File: config.mk
export PLATFORM = sky130hd
export DESIGN_NAME = uart_tx_fifo_ctrl_flat
export DESIGN_NICKNAME = d
export VERILOG_FILES = /design/src/rtl/uart_pkg.sv /design/src/rtl/uart_tx_fifo_ctrl_if.sv /design/src/rtl/uart_sync_fifo.sv /design/src/rtl/uart_tx_fifo_ctrl.sv /design/src/flat_wrapper.sv
export SDC_FILE = /design/constraint.sdc
export NUM_CORES = 1
export LEC_CHECK = 0
export ABC_CLOCK_PERIOD_IN_PS = 5300
export CAP_MARGIN = 10
export CORE_ASPECT_RATIO = 1.4
export CORE_MARGIN = 2
export CORE_UTILIZATION = 45
export CTS_CLUSTER_DIAMETER = 80
export DETAILED_ROUTE_END_ITERATION = 12
export SLEW_MARGIN = 30
export SYNTH_ARGS = -nofsm -noshare
export SYNTH_HDL_FRONTEND = slang
export SYNTH_HIERARCHICAL = 1
export SYNTH_SLANG_ARGS = --single-unit
File: constraint.sdc
create_clock -name clk -period 5.3 [get_ports clk]
set_input_delay 1.06 -clock clk [delete_from_list [all_inputs] [get_ports clk]]
set_output_delay 1.06 -clock clk [all_outputs]
set_load 0.02 [all_outputs]
File: src/rtl/uart_pkg.sv
// Shared UART definitions: FSM states, parity modes and baud helper.
// Imported by both the transmitter and the receiver.
package uart_pkg;

    typedef enum logic [2:0] {
        ST_IDLE,
        ST_START,
        ST_DATA,
        ST_PARITY,
        ST_STOP
    } uart_state_t;

    localparam int PARITY_NONE = 0;
    localparam int PARITY_ODD  = 1;
    localparam int PARITY_EVEN = 2;

    function automatic int bit_ticks(input int clock_freq, input int baud_rate);
        return clock_freq / baud_rate;
    endfunction

endpackage

File: src/rtl/uart_tx_fifo_ctrl_if.sv
// Byte handshake between a producer and the UART transmitter.
// The producer drives data/valid, the transmitter drives ready.
interface uart_tx_fifo_ctrl_if;
    logic [7:0] tx_data;
    logic       tx_valid;
    logic       tx_ready;

    modport master (output tx_data, output tx_valid, input tx_ready);
    modport slave  (input tx_data, input tx_valid, output tx_ready);
endinterface

File: src/rtl/uart_sync_fifo.sv
// Synchronous FIFO with first-word-fall-through output.
// Full and empty come from the occupancy counter.
module uart_sync_fifo #(
    parameter int WIDTH = 8,
    parameter int DEPTH = 16
) (
    input  logic                     clk,
    input  logic                     rst,
    input  logic                     push,
    input  logic                     pop,
    input  logic [WIDTH-1:0]         din,
    output logic [WIDTH-1:0]         dout,
    output logic [$clog2(DEPTH):0]   count,
    output logic                     full,
    output logic                     empty
);
    localparam int AW = $clog2(DEPTH);
    localparam int CW = AW + 1;

    logic [WIDTH-1:0] mem [DEPTH];
    logic [AW-1:0]    wr_ptr;
    logic [AW-1:0]    rd_ptr;
    logic             do_push;
    logic             do_pop;

    assign full    = (count == CW'(DEPTH));
    assign empty   = (count == '0);
    assign do_push = push && !full;
    assign do_pop  = pop && !empty;
    assign dout    = mem[rd_ptr];

    // Pointers wrap naturally; count tracks net push/pop.
    always_ff @(posedge clk or posedge rst) begin
        if (rst) begin
            wr_ptr <= '0;
            rd_ptr <= '0;
            count  <= '0;
        end else begin
            if (do_push) wr_ptr <= wr_ptr + 1'b1;
            if (do_pop)  rd_ptr <= rd_ptr + 1'b1;
            case ({do_push, do_pop})
                2'b10:   count <= count + 1'b1;
                2'b01:   count <= count - 1'b1;
                default: count <= count;
            endcase
        end
    end

    // Storage array needs no reset; occupancy guards reads.
    always_ff @(posedge clk) begin
        if (do_push) mem[wr_ptr] <= din;
    end
endmodule

File: src/rtl/uart_tx_fifo_ctrl.sv
// UART transmitter: FIFO-buffered bytes serialised as 8 data bits,
// optional parity, 1 or 2 stop bits, frames sent back to back.
module uart_tx_fifo_ctrl
    import uart_pkg::*;
#(
    parameter int CLOCK_FREQ = 100_000_000,
    parameter int BAUD_RATE  = 115200,
    parameter int PARITY     = 0,
    parameter int STOP_BITS  = 1,
    parameter int FIFO_DEPTH = 16
) (
    input  logic                         clk,
    input  logic                         rst,
    uart_tx_fifo_ctrl_if.slave           bus,
    output logic                         tx,
    output logic                         tx_busy,
    output logic [$clog2(FIFO_DEPTH):0]  fifo_count
);
    localparam int BIT_TICKS = bit_ticks(CLOCK_FREQ, BAUD_RATE);
    localparam int TW        = $clog2(BIT_TICKS);
    localparam logic [TW-1:0] TICK_LAST = TW'(BIT_TICKS - 1);
    localparam logic [2:0]    STOP_LAST = 3'(STOP_BITS - 1);

    if (STOP_BITS != 1 && STOP_BITS != 2) begin : g_bad_stop
        $error("STOP_BITS must be 1 or 2");
    end
    if (BIT_TICKS < 2) begin : g_bad_baud
        $error("CLOCK_FREQ/BAUD_RATE must be at least 2");
    end
    if (FIFO_DEPTH < 2 || (FIFO_DEPTH & (FIFO_DEPTH - 1)) != 0) begin : g_bad_depth
        $error("FIFO_DEPTH must be a power of two >= 2");
    end

    uart_state_t   state, state_d;
    logic [TW-1:0] tick, tick_d;
    logic [2:0]    bit_idx, bit_d;
    logic [7:0]    shreg, shreg_d;
    logic          par, par_d;
    logic          tx_d;
    logic          tick_end;
    logic          load;
    logic          full;
    logic          empty;
    logic [7:0]    head;

    uart_sync_fifo #(
        .WIDTH (8),
        .DEPTH (FIFO_DEPTH)
    ) u_fifo (
        .clk   (clk),
        .rst   (rst),
        .push  (bus.tx_valid && bus.tx_ready),
        .pop   (load),
        .din   (bus.tx_data),
        .dout  (head),
        .count (fifo_count),
        .full  (full),
        .empty (empty)
    );

    assign bus.tx_ready = !full;
    assign tx_busy      = (state != ST_IDLE);
    assign tick_end     = (tick == TICK_LAST);

    // Next-state, bit sequencing, pop decision and next line level.
    always_comb begin
        state_d = state;
        tick_d  = tick;
        bit_d   = bit_idx;
        shreg_d = shreg;
        par_d   = par;
        load    = 1'b0;
        tx_d    = 1'b1;
        if (state != ST_IDLE) tick_d = tick_end ? '0 : tick + 1'b1;
        case (state)
            ST_IDLE: begin
                if (!empty) load = 1'b1;
            end
            ST_START: begin
                if (tick_end) begin
                    state_d = ST_DATA;
                    bit_d   = '0;
                end
            end
            ST_DATA: begin
                if (tick_end) begin
                    par_d   = par ^ shreg[0];
                    shreg_d = shreg >> 1;
                    bit_d   = bit_idx + 1'b1;
                    if (bit_idx == 3'd7) begin
                        state_d = (PARITY != PARITY_NONE) ? ST_PARITY : ST_STOP;
                        bit_d   = '0;
                    end
                end
            end
            ST_PARITY: begin
                if (tick_end) begin
                    state_d = ST_STOP;
                    bit_d   = '0;
                end
            end
            ST_STOP: begin
                if (tick_end) begin
                    if (bit_idx == STOP_LAST) begin
                        if (!empty) load = 1'b1;
                        else state_d = ST_IDLE;
                    end else begin
                        bit_d = bit_idx + 1'b1;
                    end
                end
            end
            default: state_d = ST_IDLE;
        endcase
        if (load) begin
            state_d = ST_START;
            tick_d  = '0;
            bit_d   = '0;
            shreg_d = head;
            par_d   = (PARITY == PARITY_ODD);
        end
        case (state_d)
            ST_START:  tx_d = 1'b0;
            ST_DATA:   tx_d = shreg_d[0];
            ST_PARITY: tx_d = par_d;
            default:   tx_d = 1'b1;
        endcase
    end

    // State and datapath registers; reset idles the line at once.
    always_ff @(posedge clk or posedge rst) begin
        if (rst) begin
            state   <= ST_IDLE;
            tick    <= '0;
            bit_idx <= '0;
            shreg   <= '0;
            par     <= 1'b0;
            tx      <= 1'b1;
        end else begin
            state   <= state_d;
            tick    <= tick_d;
            bit_idx <= bit_d;
            shreg   <= shreg_d;
            par     <= par_d;
            tx      <= tx_d;
        end
    end
endmodule

File: src/flat_wrapper.sv
// flat-port wrapper written by rule: the top's interface ports become plain ports
module uart_tx_fifo_ctrl_flat import uart_pkg::*;
#(
    parameter int CLOCK_FREQ = 100_000_000,
    parameter int BAUD_RATE  = 115200,
    parameter int PARITY     = 0,
    parameter int STOP_BITS  = 1,
    parameter int FIFO_DEPTH = 16
)
  (clk, rst, tx, tx_busy, fifo_count, bus_tx_data, bus_tx_valid, bus_tx_ready);
  uart_tx_fifo_ctrl_if bus_i ();
  input  logic clk;
  input  logic rst;
  output logic tx;
  output logic tx_busy;
  output logic [$clog2(FIFO_DEPTH):0] fifo_count;
  input wire logic [$bits(bus_i.tx_data)-1:0] bus_tx_data;
  input wire logic [$bits(bus_i.tx_valid)-1:0] bus_tx_valid;
  output wire logic [$bits(bus_i.tx_ready)-1:0] bus_tx_ready;
  assign bus_i.tx_data = bus_tx_data;
  assign bus_i.tx_valid = bus_tx_valid;
  assign bus_tx_ready = bus_i.tx_ready;
  uart_tx_fifo_ctrl #(.CLOCK_FREQ(CLOCK_FREQ), .BAUD_RATE(BAUD_RATE), .PARITY(PARITY), .STOP_BITS(STOP_BITS), .FIFO_DEPTH(FIFO_DEPTH)) u_core (.clk(clk), .rst(rst), .bus(bus_i), .tx(tx), .tx_busy(tx_busy), .fifo_count(fifo_count));
endmodule
# Yosys cells after proc, flatten, opt, wreduce, memory -nomap -nowiden
# Memories as Yosys holds them, arrays and structs flattened.
# Cells that the tools add are included.
[word_totals]
inputBits = 11
memories = 1
regBits = 39
out_inout_bits = 8
elab_cells = 84
ram_bits = 128
[classes]
add_sub_neg = 6
mux = 33
eq_ne = 16
reduce_logical = 17
bitwise = 1
[mem_list]
columns = ["memory", "depth", "width", "rd", "rd_clocked_by_memory_dff", "write_ports", "line_no", "text"]
rows = [
  ["u_core.u_fifo.mem", 16, 8, 1, 0, 1, "uart_sync_fifo.sv:20", "logic [WIDTH-1:0] mem [DEPTH];"],
]
[ops]
columns = ["op", "n"]
rows = [
  ["two-way mux 3 bit", 14],
  ["two-way mux 10 bit", 3],
  ["two-way mux 8 bit", 3],
  ["case mux 3 bit (5 select lines)", 1],
  ["== test 3 x 2 -> 1 bit, second input constant", 4],
  ["adder 10 x 1 -> 10 bit, second input constant", 1],
  ["== test 10 bit, second input constant", 1],
  ["case mux 5 bit (2 select lines)", 1],
  ["case mux 3 bit (3 select lines)", 1],
  ["adder 4 x 1 -> 4 bit, second input constant", 2],
  ["two-way mux 1 bit", 8],
  ["nonzero test 2 bit", 4],
  ["== test 3 x 1 -> 1 bit, second input constant", 2],
  ["== test 3 bit, second input constant", 2],
  ["logical NOT 3 bit", 2],
  ["inequality test 3 x 2 -> 1 bit, second input constant", 2],
  ["adder 5 x 1 -> 5 bit, second input constant", 1],
  ["== test 5 bit, second input constant", 1],
  ["logical NOT 5 bit", 1],
  ["AND reduction 5 bit", 1],
  ["subtractor 5 x 1 -> 5 bit, second input constant", 1],
  ["nonzero test 4 bit", 1],
  ["adder 3 x 1 -> 3 bit, second input constant", 1],
  ["logical AND 1 bit", 3],
  ["11 further kinds", 12],
]

# Longest topological paths before layout
# Gate-level depths: netlist of run 1.
[depth]
word_depth = 8
ltp_mapped = 16
mapped_depth_nobuf = 14

# Hierarchy
# Netlist of run 1, hierarchy kept.
[modules_own_cells]
columns = ["module", "cells_each", "seq_area_each_um2", "area_each_um2", "instances"]
rows = [
  ["uart_sync_fifo", 333, 4169.0, 5789.3, 1],
  ["uart_tx_fifo_ctrl", 141, 651.9, 1405.1, 1],
]

# Least setup slack after synthesis of run 1
# OpenSTA, ideal clock, no wires.
[synth_path]
path_kind = "register to register"
start = "register u_core.tick[7]"
end = "register u_core.u_fifo.count[4]"
n_path_buf = 2
stages_incl_launch_ff = 15
setup_ns = 0.130
synth_period_minus_slack_ns = 3.698
arrival_time_ns = 3.568
t_required_ns = 5.170
slack_ns = 1.602
cell_sequence = "dfrtp_1 > or4b_4 > or4_4 > a21oi_4 > buf_6 > nor2b_1 > buf_6 > ha_1 > inv_1 > fa_1 > nor2b_1 > o21ai_0 > nand3_1 > or3b_1 > xnor2_1"
[synth_between]
elab_chain_cells = 6
word_cells_on_any_way = 8
cone_classes = "eq/ne (3); mux (3); reduce/logical (2)"
[synth_lines]
columns = ["element", "line_no", "text"]
rows = [
  ["from (decl)", "uart_tx_fifo_ctrl.sv:35", "logic [TW-1:0] tick, tick_d;"],
  ["from (signal assigned)", "uart_tx_fifo_ctrl.sv:140", "tick <= tick_d;"],
  ["== test 10 bit *", "uart_tx_fifo_ctrl.sv:63", "assign tick_end = (tick == TICK_LAST);"],
  ["two-way mux 1 bit *", "uart_tx_fifo_ctrl.sv:103", "if (tick_end) begin"],
  ["case mux 1 bit (2 select lines) *", "uart_tx_fifo_ctrl.sv:75", "case (state)"],
  ["named net u_core.load", "uart_tx_fifo_ctrl.sv:41", "logic load;"],
  ["logical AND 1 bit *", "uart_sync_fifo.sv:29", "assign do_pop = pop && !empty;"],
  ["named net u_core.u_fifo.do_pop", "uart_sync_fifo.sv:24", "logic do_pop;"],
  ["== test 2 x 1 -> 1 bit / == test 2 bit (equally long branches)", "uart_sync_fifo.sv:41", "case ({do_push, do_pop})"],
  ["case mux 5 bit (2 select lines) / nonzero test 2 bit (equally long branches)", "-", ""],
  ["to (signal assigned)", "uart_sync_fifo.sv:42", "2'b10: count <= count + 1'b1;"],
  ["to (signal assigned)", "uart_sync_fifo.sv:43", "2'b01: count <= count - 1'b1;"],
  ["to (signal assigned)", "uart_sync_fifo.sv:44", "default: count <= count;"],
  ["to (decl)", "uart_sync_fifo.sv:13", "output logic [$clog2(DEPTH):0] count,"],
]
# The timed path passes the listed nets; every way through them passes the cells marked *.
# A chain may end at the register's enable or synchronous reset.

# Final worst setup path of run 1
[layout_path]
start = "register u_core.tick[7]"
end = "register u_core.u_fifo.count[4]"
[layout_between]
elab_chain_cells = 6
word_cells_on_any_way = 8
cone_classes = "eq/ne (3); mux (3); reduce/logical (2)"
[layout_lines]
columns = ["element", "line_no"]
rows = [
  ["== test 10 bit *", "uart_tx_fifo_ctrl.sv:63"],
  ["two-way mux 1 bit *", "uart_tx_fifo_ctrl.sv:103"],
  ["case mux 1 bit (2 select lines) *", "uart_tx_fifo_ctrl.sv:75"],
  ["logical AND 1 bit *", "uart_sync_fifo.sv:29"],
  ["== test 2 x 1 -> 1 bit / == test 2 bit (equally long branches)", "uart_sync_fifo.sv:41"],
  ["case mux 5 bit (2 select lines) / nonzero test 2 bit (equally long branches)", "-"],
]
# Mark *: on every way between the ends. The rest lies on a longest branch, timed or not.

==> summary.txt, run 1 <==
CLOCK TREE
------------------------------------------------------------------------------------
Clock sink total                                                                 167
Number of buffers created by CTS                                                  17
Resize count post-CTS                                                              0
Clock tree from TritonCTS                                                        yes
Total setup buffers inserted after CTS                                             0
Cell at the root of the clock tree                                      sky130_fd_sc_hd__clkbuf_16
Deepest level of the CTS H-tree                                                    4
CTS clk-pin slew, worst paths                                                0.07 ns
Number of buffers inserted for hold repair after clock tree synthesis              0
Worst-Skew Late Latency                                                      0.42 ns
Buffers from clock root to sink, at most                                           2

PLACE
------------------------------------------------------------------------------------
Cell total after placement                                                       673
Number of input and output port buffers inserted                                  18
HPWL after detailed placement                                                9710 um
Cell Area, Placed                                                       0.00752 sq mm
Global placement routability congestion                                        0.839

SYNTH
------------------------------------------------------------------------------------
Leading cell types by total area after synthesis                        sky130_fd_sc_hd__edfxtp_1 53%, sky130_fd_sc_hd__dfrtp_1 13%, sky130_fd_sc_hd__mux4_2 5.0%
Dominant register cell in the synthesized netlist                       sky130_fd_sc_hd__edfxtp_1
Cell area after synthesis                                               0.00719 sq mm
Count of yosys warnings during synthesis                                           6
Average size of a mapped cell                                             15.2 sq um
Proportion of netlist area held by the largest area contributor                53.4%
Share of synthesized area occupied by flip-flops and latches                   67.0%
Number of storage elements in the synthesis netlist                              167
Async SR Flop Fraction                                                         23.4%
Post-synth top area cell                                                sky130_fd_sc_hd__edfxtp_1
Syn Nets                                                                         499
Number of enable flip-flop cells after synthesis                                 128
Number of cells produced by synthesis                                            474
Most numerous cell in the Yosys netlist                                 sky130_fd_sc_hd__edfxtp_1
List of most frequent post-synthesis cells                              128 x sky130_fd_sc_hd__edfxtp_1, 38 x sky130_fd_sc_hd__dfrtp_1, 29 x sky130_fd_sc_hd__nand2_1
Distinct cells, synth                                                             55

TIMING
------------------------------------------------------------------------------------
FMAX                                                                       0.239 GHz
Clock skew                                                                0.00679 ns
Final setup violation count                                                        0
Accumulated negative setup slack                                                0 ns
Final number of max-transition violations                                          0
Clock period minus final worst setup slack                                   4.19 ns
Final worst-path cycle share                                                   79.0%
Worst max-slew margin expressed relative to the limit                          41.6%
Final Hold Slack                                                            0.487 ns
Slew at the pin closest to its max-slew limit                               0.873 ns
Setup repair after global routing missed its margin                               no
Final-report hold violation count                                                  0

CRITICAL PATH
------------------------------------------------------------------------------------
Crit path max fanout                                                              17
Startpoint of the worst register-to-register path                       u_core/tick[7]$_DFFE_PP0P_
Required time of the critical path                                           5.61 ns
Endpoint arrival time on the critical path                                   4.50 ns
Element type at the critical path start                                         flop
R2R setup slack                                                              1.11 ns
Depth of the worst register-to-register path                                      12
End of the worst register-to-register path                              u_core/u_fifo/count[4]$_DFFE_PP0P_
Path type of the worst setup path                                         reg -> reg
Endpoint class of the critical path                                             flop

GLOBAL ROUTING
------------------------------------------------------------------------------------
Pin count of the biggest net entering global routing                              27
Combined global-route utilization of all metal layers                          17.4%
Number of global-route vias before repair                                       4061
Wire length of the first global-routing pass                                22400 um
Residual overflow from global routing                                              0
Number of antenna violations at the first check in global routing                  0

FINISH
------------------------------------------------------------------------------------
Total non-filler cell area in the finished layout                       0.00810 sq mm
Share of post-route cells with drive strength above 1                          17.7%
Layout overhead on the synthesized area                                        12.6%
Post-Layout Cell Count                                                           705
Final-stage net count                                                            521
Area of combinational cells with multiple inputs                        0.00215 sq mm
Number of inserted diodes                                                          0
Number of filler instances in the final layout                                  1307
Sequential cell area                                                    0.00482 sq mm

PWR
------------------------------------------------------------------------------------
LEAKAGE                                                                   0.00305 uW
VDD IR max                                                                    238 uV
Sw power                                                                      831 uW
Int Pwr                                                                      2350 uW
Power share of the combinational group                                         11.4%
Part of the total power dissipated in sequential elements                      50.8%
Areal power density over the cells                                       393 mW/mm^2
Clock network fraction of design power                                         37.8%
Overall power after layout                                                   3190 uW
Switch share                                                                   26.1%

DETAILED ROUTING
------------------------------------------------------------------------------------
Post-route DRC                                                                     0
Iteration-0 DRC Markers                                                          250
Iteration count of the initial detailed-routing pass                               4
Wire per inst                                                                19.9 um
Count of antenna-violating nets left after detailed routing                        0
Via Count                                                                       3906
Routed wire length                                                          14000 um
Number of vias per cell                                                         5.54

FLOORPLANNING
------------------------------------------------------------------------------------
Floorplan die area                                                      0.0170 sq mm
Die width                                                                     111 um
Y dimension of the die                                                        154 um
Starting density of the core                                                   46.1%
Core Box Area                                                           0.0156 sq mm
Number of rows created at floorplan                                               54
I/O pin count                                                                     19

RUN
------------------------------------------------------------------------------------
Max_cap viols                                                                      0

HOLD PATH
------------------------------------------------------------------------------------
Worst Min Path Start                                                    u_core/shreg[1]$_DFFE_PP0P_
Hold depth                                                                         1
Class of the tightest hold or removal check                               reg -> reg
End point of the most critical hold path                                u_core/shreg[1]$_DFFE_PP0P_

STATUS
------------------------------------------------------------------------------------
Status                                                                  finished clean

## metal layers
metal | global-route usage, % | part of all wire, %
met4 | 7.08 | 2.3
met3 | 4.34 | 3.2
met2 | 30.6 | 53
met1 | 20.4 | 42
met5 | 0 | 0
## worst max path at each step
stage | start | endpoint | slack (ns) | cells past startpoint
after floorplan | u_core/tick[7]$_DFFE_PP0P_ | u_core/u_fifo/count[4]$_DFFE_PP0P_ | 1.60 | 14
after global routing | u_core/tick[7]$_DFFE_PP0P_ | u_core/u_fifo/count[4]$_DFFE_PP0P_ | 0.90 | 12
final | u_core/tick[7]$_DFFE_PP0P_ | u_core/u_fifo/count[4]$_DFFE_PP0P_ | 1.11 | 12
after detailed placement | u_core/tick[7]$_DFFE_PP0P_ | u_core/u_fifo/count[4]$_DFFE_PP0P_ | 1.12 | 12
after global placement | u_core/tick[7]$_DFFE_PP0P_ | u_core/u_fifo/count[4]$_DFFE_PP0P_ | 1.25 | 12
after CTS | u_core/tick[7]$_DFFE_PP0P_ | u_core/u_fifo/count[4]$_DFFE_PP0P_ | 1.09 | 12
## kinds of logic after synthesis
| kind of cell | Yosys count | synth area share, % |
|---|---|---|
| DFF | 167 | 67.0 |
| and+or+nand+nor | 104 | 7.39 |
| AOI/OAI and AO/OA | 81 | 7.72 |
| muxes | 52 | 10.2 |
| buffers and inverters | 40 | 3.17 |
| xor gates and xnor gates | 16 | 1.95 |
| adders and majority gates | 14 | 2.54 |
## layout by cell type, fill, tap and decap left out, drive strengths merged, types with 9 or more instances in the layout
cell	n
mux4	16
xnor2	9
o21ai	28
a21oi	15
mux2i	27
clkbuf	17
inv	25
dfrtp	38
nand3	10
nand2	30
clkdlybuf4s50	18
nor2	25
mux2	9
ha	13
edfxtp	128
## critical path, stage by stage, from the launching register on
cell	delay (ns)
sky130_fd_sc_hd__dfrtp_1	0.42
sky130_fd_sc_hd__or4b_4	0.58
sky130_fd_sc_hd__or4_4	0.56
sky130_fd_sc_hd__a21oi_4	0.40
sky130_fd_sc_hd__nor2b_1	0.48
sky130_fd_sc_hd__ha_1	0.31
sky130_fd_sc_hd__inv_1	0.10
sky130_fd_sc_hd__fa_1	0.40
sky130_fd_sc_hd__nor2b_1	0.13
sky130_fd_sc_hd__o21ai_0	0.11
sky130_fd_sc_hd__nand3_1	0.09
sky130_fd_sc_hd__or3b_1	0.36
sky130_fd_sc_hd__xnor2_1	0.13
## cell type report
type	count	area share (%)
multi-input cells	267	26.5
repair buffers	25	2.87
clock inverters	15	1.99
well taps	196	3.03
clock buffers	17	5.25
flip-flops and latches	167	59.5
inverters	18	0.834
## stage by stage
step | util, % | setup slack [ns]
after floorplan | - | 1.60
after global placement | 48.1 | 1.25
after detailed placement | 48.2 | 1.12
after CTS | 51.9 | 1.09
after global routing | 51.9 | 0.898
final | 51.9 | 1.11
## sequential cells by signal (all words and copies together) (netlist names)
| name | cells |
|---|---|
| u_core/par | 1 |
| u_core/u_fifo/mem | 128 |
| u_core/state | 3 |
| u_core/u_fifo/rd_ptr | 4 |
| u_core/u_fifo/wr_ptr | 4 |
| u_core/bit_idx | 3 |
| u_core/tx | 1 |
| u_core/tick | 10 |
| u_core/shreg | 8 |
| u_core/u_fifo/count | 5 |
## power groups by stage
stage          Clock, uW  Combinational [uW]  Sequential [uW]
6_report            1200                 362             1620
2_1_floorplan          0                 223             1630
4_1_cts             1240                 372             1620
5_1_grt             1290                 404             1630
3_5_place_dp           0                 372             1650
3_3_place_gp           0                 359             1640
No activity file was read; power rests on OpenSTA's default activity.
==> run 2, diff against run 1 <==
--- a/config.mk
+++ b/config.mk
@@ -5,7 +5,7 @@
 export SDC_FILE = /design/constraint.sdc
 export NUM_CORES = 1
 export LEC_CHECK = 0
-export ABC_CLOCK_PERIOD_IN_PS = 5300
+export ABC_CLOCK_PERIOD_IN_PS = 3610
 export CAP_MARGIN = 10
 export CORE_ASPECT_RATIO = 1.4
 export CORE_MARGIN = 2
==> constraint.sdc (replaced) <==
create_clock -name clk -period 3.61 [get_ports clk]
set_input_delay 0.722 -clock clk [delete_from_list [all_inputs] [get_ports clk]]
set_output_delay 0.722 -clock clk [all_outputs]
set_load 0.02 [all_outputs]
==> summary.txt, run 2 (synthesis gave the netlist of run 1 again) <==
GLOBAL ROUTING
------------------------------------------------------------------------------------
Number of antenna violations at the first check in global routing                  0   unchanged
Combined global-route utilization of all metal layers                          17.8%   was 17.4%
Wire length of the first global-routing pass                                22700 um   was 22400 um
Residual overflow from global routing                                              0   unchanged
Number of global-route vias before repair                                       4135   was 4061
Pin count of the biggest net entering global routing                              27   unchanged

TIMING
------------------------------------------------------------------------------------
Final Hold Slack                                                            0.486 ns   was 0.487 ns
Slew at the pin closest to its max-slew limit                               0.638 ns   was 0.873 ns
Final setup violation count                                                        0   unchanged
Final number of max-transition violations                                          0   unchanged
Accumulated negative setup slack                                                0 ns   unchanged
FMAX                                                                       0.293 GHz   was 0.239 GHz
Clock skew                                                                 0.0188 ns   was 0.00679 ns
Setup repair after global routing missed its margin                               no   unchanged
Clock period minus final worst setup slack                                   3.41 ns   was 4.19 ns
Final-report hold violation count                                                  0   unchanged
Worst max-slew margin expressed relative to the limit                          57.3%   was 41.6%
Final worst-path cycle share                                                   94.6%   was 79.0%

PWR
------------------------------------------------------------------------------------
Part of the total power dissipated in sequential elements                      49.4%   was 50.8%
Areal power density over the cells                                       578 mW/mm^2   was 393 mW/mm^2
Power share of the combinational group                                         12.0%   was 11.4%
Clock network fraction of design power                                         38.6%   was 37.8%
Sw power                                                                     1140 uW   was 831 uW
LEAKAGE                                                                   0.00318 uW   was 0.00305 uW
Switch share                                                                   23.8%   was 26.1%
VDD IR max                                                                    365 uV   was 238 uV
Int Pwr                                                                      3660 uW   was 2350 uW

CRITICAL PATH
------------------------------------------------------------------------------------
Family of cells with the greatest summed delay on the critical path     simple AND/OR/NAND/NOR gates   unchanged
Startpoint of the worst register-to-register path                       u_core/tick[2]$_DFFE_PP0P_   was u_core/tick[7]$_DFFE_PP0P_
Element type at the critical path start                                         flop   unchanged
R2R setup slack                                                              0.20 ns   was 1.11 ns
Buffer and inverter count on the worst path                                        1   unchanged
Max stage delay cell, worst path                                        sky130_fd_sc_hd__or4b_4   unchanged
Delay of the slowest critical-path stage                                     0.56 ns   was 0.58 ns
Endpoint arrival time on the critical path                                   3.73 ns   was 4.50 ns
Path type of the worst setup path                                         reg -> reg   unchanged
Required time of the critical path                                           3.92 ns   was 5.61 ns
Worst setup path startpoint                                             u_core/tick[2]$_DFFE_PP0P_   was u_core/tick[7]$_DFFE_PP0P_
Crit path max fanout                                                               5   was 17
Endpoint class of the critical path                                             flop   unchanged
Cell-by-cell trace of the critical path                                 or4b_4, or4_4, a21oi_4, nor2b_4, ha_4, inv_1, fa_2, nor2b_1, o21ai_0, nand3_1, or3b_1, xnor2_1   was or4b_4, or4_4, a21oi_4, nor2b_1, ha_1, inv_1, fa_1, nor2b_1, o21ai_0, nand3_1, or3b_1, xnor2_1

STATUS
------------------------------------------------------------------------------------
Status                                                                  finished clean   unchanged

FINISH
------------------------------------------------------------------------------------
Layout overhead on the synthesized area                                        15.6%   was 12.6%
Number of inserted diodes                                                          0   unchanged
Leading cell type in the layout, fill and taps excluded                 sky130_fd_sc_hd__edfxtp_1   unchanged
Largest regs                                                            u_core/u_fifo/mem: 128 flops, u_core/tick: 10 flops, u_core/shreg: 8 flops   unchanged
Post-route core utilization                                                    53.3%   was 51.9%
Final-stage net count                                                            542   was 521
Highest-count cells in the layout ignoring fill and taps                128 x sky130_fd_sc_hd__edfxtp_1, 37 x sky130_fd_sc_hd__dfrtp_1, 29 x sky130_fd_sc_hd__nand2_1   unchanged
Share of post-route cells with drive strength above 1                          20.6%   was 17.7%
Max FFs per register                                                             128   unchanged
Register name with the most flops                                       u_core/u_fifo/mem   unchanged
Total non-filler cell area in the finished layout                       0.00831 sq mm   was 0.00810 sq mm

HOLD PATH
------------------------------------------------------------------------------------
Class of the tightest hold or removal check                               reg -> reg   unchanged
Worst Min Path Start                                                    u_core/shreg[1]$_DFFE_PP0P_   unchanged

FLOORPLANNING
------------------------------------------------------------------------------------
I/O pin count                                                                     19   unchanged
Number of rows created at floorplan                                               54   unchanged
Die width                                                                     111 um   unchanged
Y dimension of the die                                                        154 um   unchanged
Starting density of the core                                                   46.1%   unchanged
Core Box Area                                                           0.0156 sq mm   unchanged
Floorplan die area                                                      0.0170 sq mm   unchanged

CLOCK TREE
------------------------------------------------------------------------------------
CTS clk-pin slew, worst paths                                                0.06 ns   was 0.07 ns
Number of buffers inserted for hold repair after clock tree synthesis              0   unchanged
Buffers from clock root to sink, at most                                           2   unchanged
Cell at the root of the clock tree                                      sky130_fd_sc_hd__clkbuf_16   unchanged
Deepest level of the CTS H-tree                                                    4   unchanged
Clock tree from TritonCTS                                                        yes   unchanged
Number of buffers created by CTS                                                  17   unchanged
Total setup buffers inserted after CTS                                             0   unchanged
Worst-Skew Late Latency                                                      0.43 ns   was 0.42 ns
Clock sink total                                                                 167   unchanged

PLACE
------------------------------------------------------------------------------------
Global placement routability congestion                                        0.816   was 0.839
Cell Area, Placed                                                       0.00769 sq mm   was 0.00752 sq mm
HPWL after detailed placement                                                9920 um   was 9710 um
Number of input and output port buffers inserted                                  18   unchanged

DETAILED ROUTING
------------------------------------------------------------------------------------
Number of vias per cell                                                         5.46   was 5.54
Iteration count of the initial detailed-routing pass                               4   unchanged
Via Count                                                                       3959   was 3906
Wire per inst                                                                19.9 um   about the same
Count of antenna-violating nets left after detailed routing                        0   unchanged
Routed wire length                                                          14500 um   was 14000 um
Post-route DRC                                                                     0   unchanged
Iteration-0 DRC Markers                                                          186   was 250

RUN
------------------------------------------------------------------------------------
Max_cap viols                                                                      0   unchanged

[run 2: changes by cell type in the layout (fill, tap and decap cells not counted), moves of 2 or more]
cell                        delta
sky130_fd_sc_hd__clkbuf_1      +2
sky130_fd_sc_hd__inv_6         -2
sky130_fd_sc_hd__bufinv_16     +3
sky130_fd_sc_hd__inv_8         -3
sky130_fd_sc_hd__buf_4        +20
sky130_fd_sc_hd__clkinv_4      -2
[run 2: final cells by class]
class	instances	area, sq um
fill	1283	7290
inverter	18	67.6
clock buffer	19	433
clock inverter	12	175
tap	196	245
multi-input combinational	267	2170
timing repair buffer	46	403
sequential	167	4820
[run 2: worst register-to-register path: stages (launching register included)]
cell and delay [ns]:
sky130_fd_sc_hd__dfrtp_1 0.41, sky130_fd_sc_hd__or4b_4 0.56, sky130_fd_sc_hd__or4_4 0.56, sky130_fd_sc_hd__a21oi_4 0.14
sky130_fd_sc_hd__nor2b_4 0.22, sky130_fd_sc_hd__ha_4 0.18, sky130_fd_sc_hd__inv_1 0.08, sky130_fd_sc_hd__fa_2 0.36
sky130_fd_sc_hd__nor2b_1 0.13, sky130_fd_sc_hd__o21ai_0 0.10, sky130_fd_sc_hd__nand3_1 0.09, sky130_fd_sc_hd__or3b_1 0.36
sky130_fd_sc_hd__xnor2_1 0.13
[run 2: worst paths after layout]
kind,end,cells past startpoint
worst max-delay path,u_core/u_fifo/count[4]$_DFFE_PP0P_,12
worst max register to register,u_core/u_fifo/count[4]$_DFFE_PP0P_,12
min in group asynchronous,u_core/bit_idx[0]$_DFFE_PP0P_,2
worst min register to register,u_core/shreg[1]$_DFFE_PP0P_,1
max in group asynchronous,u_core/u_fifo/rd_ptr[0]$_DFFE_PP0P_,2
worst min-delay path,u_core/shreg[1]$_DFFE_PP0P_,1
[run 2: repair_timing]
item / in CTS / in global routing
endpoints found under the setup margin: 0 / 1
endpoints found under the hold margin: 0 / 0
gates resized for setup: 0 / 2
[run 2: metal layers]
| metal | up-vias | track usage, % | part of all wire [%] |
|---|---|---|---|
| met5 | - | 0 | 0 |
| met4 | 0 | 5.54 | 0.82 |
| met3 | 9 | 3.63 | 2.4 |
| met2 | 61 | 32.9 | 56 |
| met1 | 2012 | 20.9 | 41 |
| li1 | 1877 | - | - |
[run 2: per-stage QoR]
stage	worst slack, ns	total power (uW)	instances
6_report	0.195	4800	725
5_1_grt	0.00889	5010	725
4_1_cts	0.0846	4850	725
3_5_place_dp	0.0933	2990	694
3_3_place_gp	0.147	2960	694
2_1_floorplan	0.0268	2730	474
[run 2: power groups by stage]
stage               logic [uW]  registers, uW  clock network (uW)
finish                     577           2370                1860
global route               638           2390                1980
CTS                        580           2370                1900
detailed placement         577           2410                   0
global placement           563           2400                   0
floorplan                  330           2400                   0
==> run 3, diff against run 2 <==
--- a/config.mk
+++ b/config.mk
@@ -7,7 +7,7 @@
 export LEC_CHECK = 0
 export ABC_CLOCK_PERIOD_IN_PS = 3610
 export CAP_MARGIN = 10
-export CORE_ASPECT_RATIO = 1.4
+export CORE_ASPECT_RATIO = 1.5
 export CORE_MARGIN = 2
 export CORE_UTILIZATION = 45
 export CTS_CLUSTER_DIAMETER = 80
==> summary.txt, run 3 (synthesis gave the netlist of run 1 again) <==
STATUS
------------------------------------------------------------------------------------
Status                                                                  finished clean   unchanged

CRITICAL PATH
------------------------------------------------------------------------------------
Cell-by-cell trace of the critical path                                 or4b_4, or4_4, a21oi_4, nor2b_4, ha_2, inv_1, fa_2, nor2b_1, o21ai_1, nand3_1, or3b_1, xnor2_1   was or4b_4, or4_4, a21oi_4, nor2b_4, ha_4, inv_1, fa_2, nor2b_1, o21ai_0, nand3_1, or3b_1, xnor2_1
Crit path max fanout                                                               4   was 5
Delay of the slowest critical-path stage                                     0.58 ns   was 0.56 ns
Depth of the worst register-to-register path                                      12   unchanged
Endpoint arrival time on the critical path                                   3.78 ns   was 3.73 ns
Path type of the worst setup path                                         reg -> reg   unchanged
Required time of the critical path                                           3.91 ns   was 3.92 ns
Buffer and inverter count on the worst path                                        1   unchanged
R2R setup slack                                                              0.13 ns   was 0.20 ns
End of the worst register-to-register path                              u_core/u_fifo/count[4]$_DFFE_PP0P_   unchanged
Startpoint of the worst register-to-register path                       u_core/tick[7]$_DFFE_PP0P_   was u_core/tick[2]$_DFFE_PP0P_
Max stage delay cell, worst path                                        sky130_fd_sc_hd__or4b_4   unchanged
Family of cells with the greatest summed delay on the critical path     simple AND/OR/NAND/NOR gates   unchanged
Endpoint class of the critical path                                             flop   unchanged
Element type at the critical path start                                         flop   unchanged

HOLD PATH
------------------------------------------------------------------------------------
Hold depth                                                                         1   unchanged
Worst Min Path Start                                                    u_core/shreg[3]$_DFFE_PP0P_   was u_core/shreg[1]$_DFFE_PP0P_
Class of the tightest hold or removal check                               reg -> reg   unchanged
End point of the most critical hold path                                u_core/shreg[3]$_DFFE_PP0P_   was u_core/shreg[1]$_DFFE_PP0P_

FLOORPLANNING
------------------------------------------------------------------------------------
Floorplan die area                                                      0.0170 sq mm   about the same
Starting density of the core                                                   46.0%   was 46.1%
Y dimension of the die                                                        159 um   was 154 um
I/O pin count                                                                     19   unchanged
Die width                                                                     107 um   was 111 um
Number of rows created at floorplan                                               56   was 54
Core Box Area                                                           0.0156 sq mm   about the same

CLOCK TREE
------------------------------------------------------------------------------------
Clock tree from TritonCTS                                                        yes   unchanged
CTS clk-pin slew, worst paths                                                0.07 ns   was 0.06 ns
Worst-Skew Late Latency                                                      0.42 ns   was 0.43 ns
Buffers from clock root to sink, at most                                           2   unchanged
Deepest level of the CTS H-tree                                                    4   unchanged
Cell at the root of the clock tree                                      sky130_fd_sc_hd__clkbuf_16   unchanged
Number of buffers created by CTS                                                  17   unchanged
Clock sink total                                                                 167   unchanged
Number of buffers inserted for hold repair after clock tree synthesis              0   unchanged

TIMING
------------------------------------------------------------------------------------
Accumulated negative setup slack                                                0 ns   unchanged
Final number of max-transition violations                                          0   unchanged
Clock period minus final worst setup slack                                   3.48 ns   was 3.41 ns
FMAX                                                                       0.287 GHz   was 0.293 GHz
Worst max-slew margin expressed relative to the limit                          39.1%   was 57.3%
Clock skew                                                                0.00782 ns   was 0.0188 ns
Final setup violation count                                                        0   unchanged
Final-report hold violation count                                                  0   unchanged
Final worst-path cycle share                                                   96.4%   was 94.6%
Slew at the pin closest to its max-slew limit                               0.907 ns   was 0.638 ns

PWR
------------------------------------------------------------------------------------
Areal power density over the cells                                       561 mW/mm^2   was 578 mW/mm^2
Overall power after layout                                                   4630 uW   was 4800 uW
VDD IR max                                                                    348 uV   was 365 uV
LEAKAGE                                                                   0.00315 uW   was 0.00318 uW

GLOBAL ROUTING
------------------------------------------------------------------------------------
Pin count of the biggest net entering global routing                              27   unchanged
Wire length of the first global-routing pass                                23700 um   was 22700 um
Number of global-route vias before repair                                       4202   was 4135
Combined global-route utilization of all metal layers                          18.6%   was 17.8%
Residual overflow from global routing                                              0   unchanged
Number of antenna violations at the first check in global routing                  0   unchanged

PLACE
------------------------------------------------------------------------------------
Cell total after placement                                                       702   was 694
Global placement routability congestion                                        0.825   was 0.816
HPWL after detailed placement                                               10200 um   was 9920 um
Number of input and output port buffers inserted                                  18   unchanged

DETAILED ROUTING
------------------------------------------------------------------------------------
Via Count                                                                       4054   was 3959
Routed met2 length                                                           8000 um   was 8120 um
Count of antenna-violating nets left after detailed routing                        0   unchanged
Metal3 WL                                                                     452 um   was 342 um
Iteration count of the initial detailed-routing pass                               5   was 4
Wire per inst                                                                20.0 um   was 19.9 um
Highest metal layer used by the detailed router                                 met4   unchanged
Number of vias per cell                                                         5.52   was 5.46
Post-route DRC                                                                     0   unchanged
Iteration-0 DRC Markers                                                          176   was 186
Routed length on met1                                                        5870 um   was 5880 um
Routed wire length                                                          14600 um   was 14500 um

FINISH
------------------------------------------------------------------------------------
Number of inserted diodes                                                          0   unchanged
Register name with the most flops                                       u_core/u_fifo/mem   unchanged
Highest-count cells in the layout ignoring fill and taps                128 x sky130_fd_sc_hd__edfxtp_1, 37 x sky130_fd_sc_hd__dfrtp_1, 29 x sky130_fd_sc_hd__nand2_1, 29 x sky130_fd_sc_hd__buf_4   was 128 x sky130_fd_sc_hd__edfxtp_1, 37 x sky130_fd_sc_hd__dfrtp_1, 29 x sky130_fd_sc_hd__nand2_1
Post-Layout Cell Count                                                           734   was 725
Number of filler instances in the final layout                                  1266   was 1283
Max FFs per register                                                             128   unchanged
Sequential cell area                                                    0.00482 sq mm   unchanged
Area of combinational cells with multiple inputs                        0.00216 sq mm   was 0.00217 sq mm
Post-route core utilization                                                    52.8%   was 53.3%
Leading cell type in the layout, fill and taps excluded                 sky130_fd_sc_hd__edfxtp_1   unchanged
Largest regs                                                            u_core/u_fifo/mem: 128 flops, u_core/tick: 10 flops, u_core/shreg: 8 flops   unchanged
Layout overhead on the synthesized area                                        14.7%   was 15.6%
Share of post-route cells with drive strength above 1                          21.3%   was 20.6%
Final-stage net count                                                            543   was 542

RUN
------------------------------------------------------------------------------------
Max_cap viols                                                                      0   unchanged

[run 3: cell types whose count changed in the layout (fill, tap and decap cells not counted), moves of 2 or more]
cell	delta
sky130_fd_sc_hd__clkinv_4	+2
sky130_fd_sc_hd__bufinv_16	-3
sky130_fd_sc_hd__buf_4	+2
sky130_fd_sc_hd__clkbuf_1	-2
sky130_fd_sc_hd__clkinv_2	+3
[run 3: worst max-delay path by stage]
stage / start / to / slack, ns / cells after the start
2_1_floorplan: u_core/tick[7]$_DFFE_PP0P_ / u_core/u_fifo/count[4]$_DFFE_PP0P_ / 0.03 / 14
3_3_place_gp: u_core/tick[7]$_DFFE_PP0P_ / u_core/u_fifo/count[4]$_DFFE_PP0P_ / 0.13 / 12
3_5_place_dp: u_core/tick[7]$_DFFE_PP0P_ / u_core/u_fifo/count[4]$_DFFE_PP0P_ / 0.11 / 12
4_1_cts: u_core/tick[7]$_DFFE_PP0P_ / u_core/u_fifo/count[4]$_DFFE_PP0P_ / 0.1 / 12
5_1_grt: u_core/tick[7]$_DFFE_PP0P_ / u_core/u_fifo/count[4]$_DFFE_PP0P_ / -0.01 / 12
6_report: u_core/tick[7]$_DFFE_PP0P_ / u_core/u_fifo/count[4]$_DFFE_PP0P_ / 0.13 / 12
[run 3: per-stage QoR]
step,worst slack [ns],cell area [sq um],hold WS (ns)
final,0.131,8250,0.483
after global routing,-0.0107,8250,0.505
after CTS,0.0980,8250,0.485
after detailed placement,0.114,7690,0.471
after global placement,0.133,7690,0.465
after floorplan,0.0268,7200,0.456
[run 3: cell type report]
| type | count | share of cell area (%) |
|---|---|---|
| sequential | 167 | 58.4 |
| timing repair buffer | 47 | 4.82 |
| clock inverter | 15 | 1.56 |
| multi-input combinational | 267 | 26.1 |
| clock buffer | 17 | 5.15 |
| tap | 203 | 3.08 |
| inverter | 18 | 0.819 |
[run 3: power by group]
group	switching, uW	internal (uW)	leakage [uW]	total [uW]
Clock	733	950	0.000269	1680
Combinational	337	240	0.00124	577
Sequential	103	2270	0.00164	2370
[run 3: metal layers]
| layer | vias to the layer above | track usage [%] |
|---|---|---|
| li1 | 1887 | - |
| met4 | 0 | 6.73 |
| met1 | 2070 | 22.2 |
| met5 | - | 0 |
| met2 | 77 | 32.8 |
| met3 | 20 | 3.65 |
[run 3: repair_timing]
item                                    in CTS  in global routing
endpoints found under the setup margin       0                  1
hold endpoints to repair                     0                  0
gates resized for setup                      0                  2
buffers inserted                             0                  0
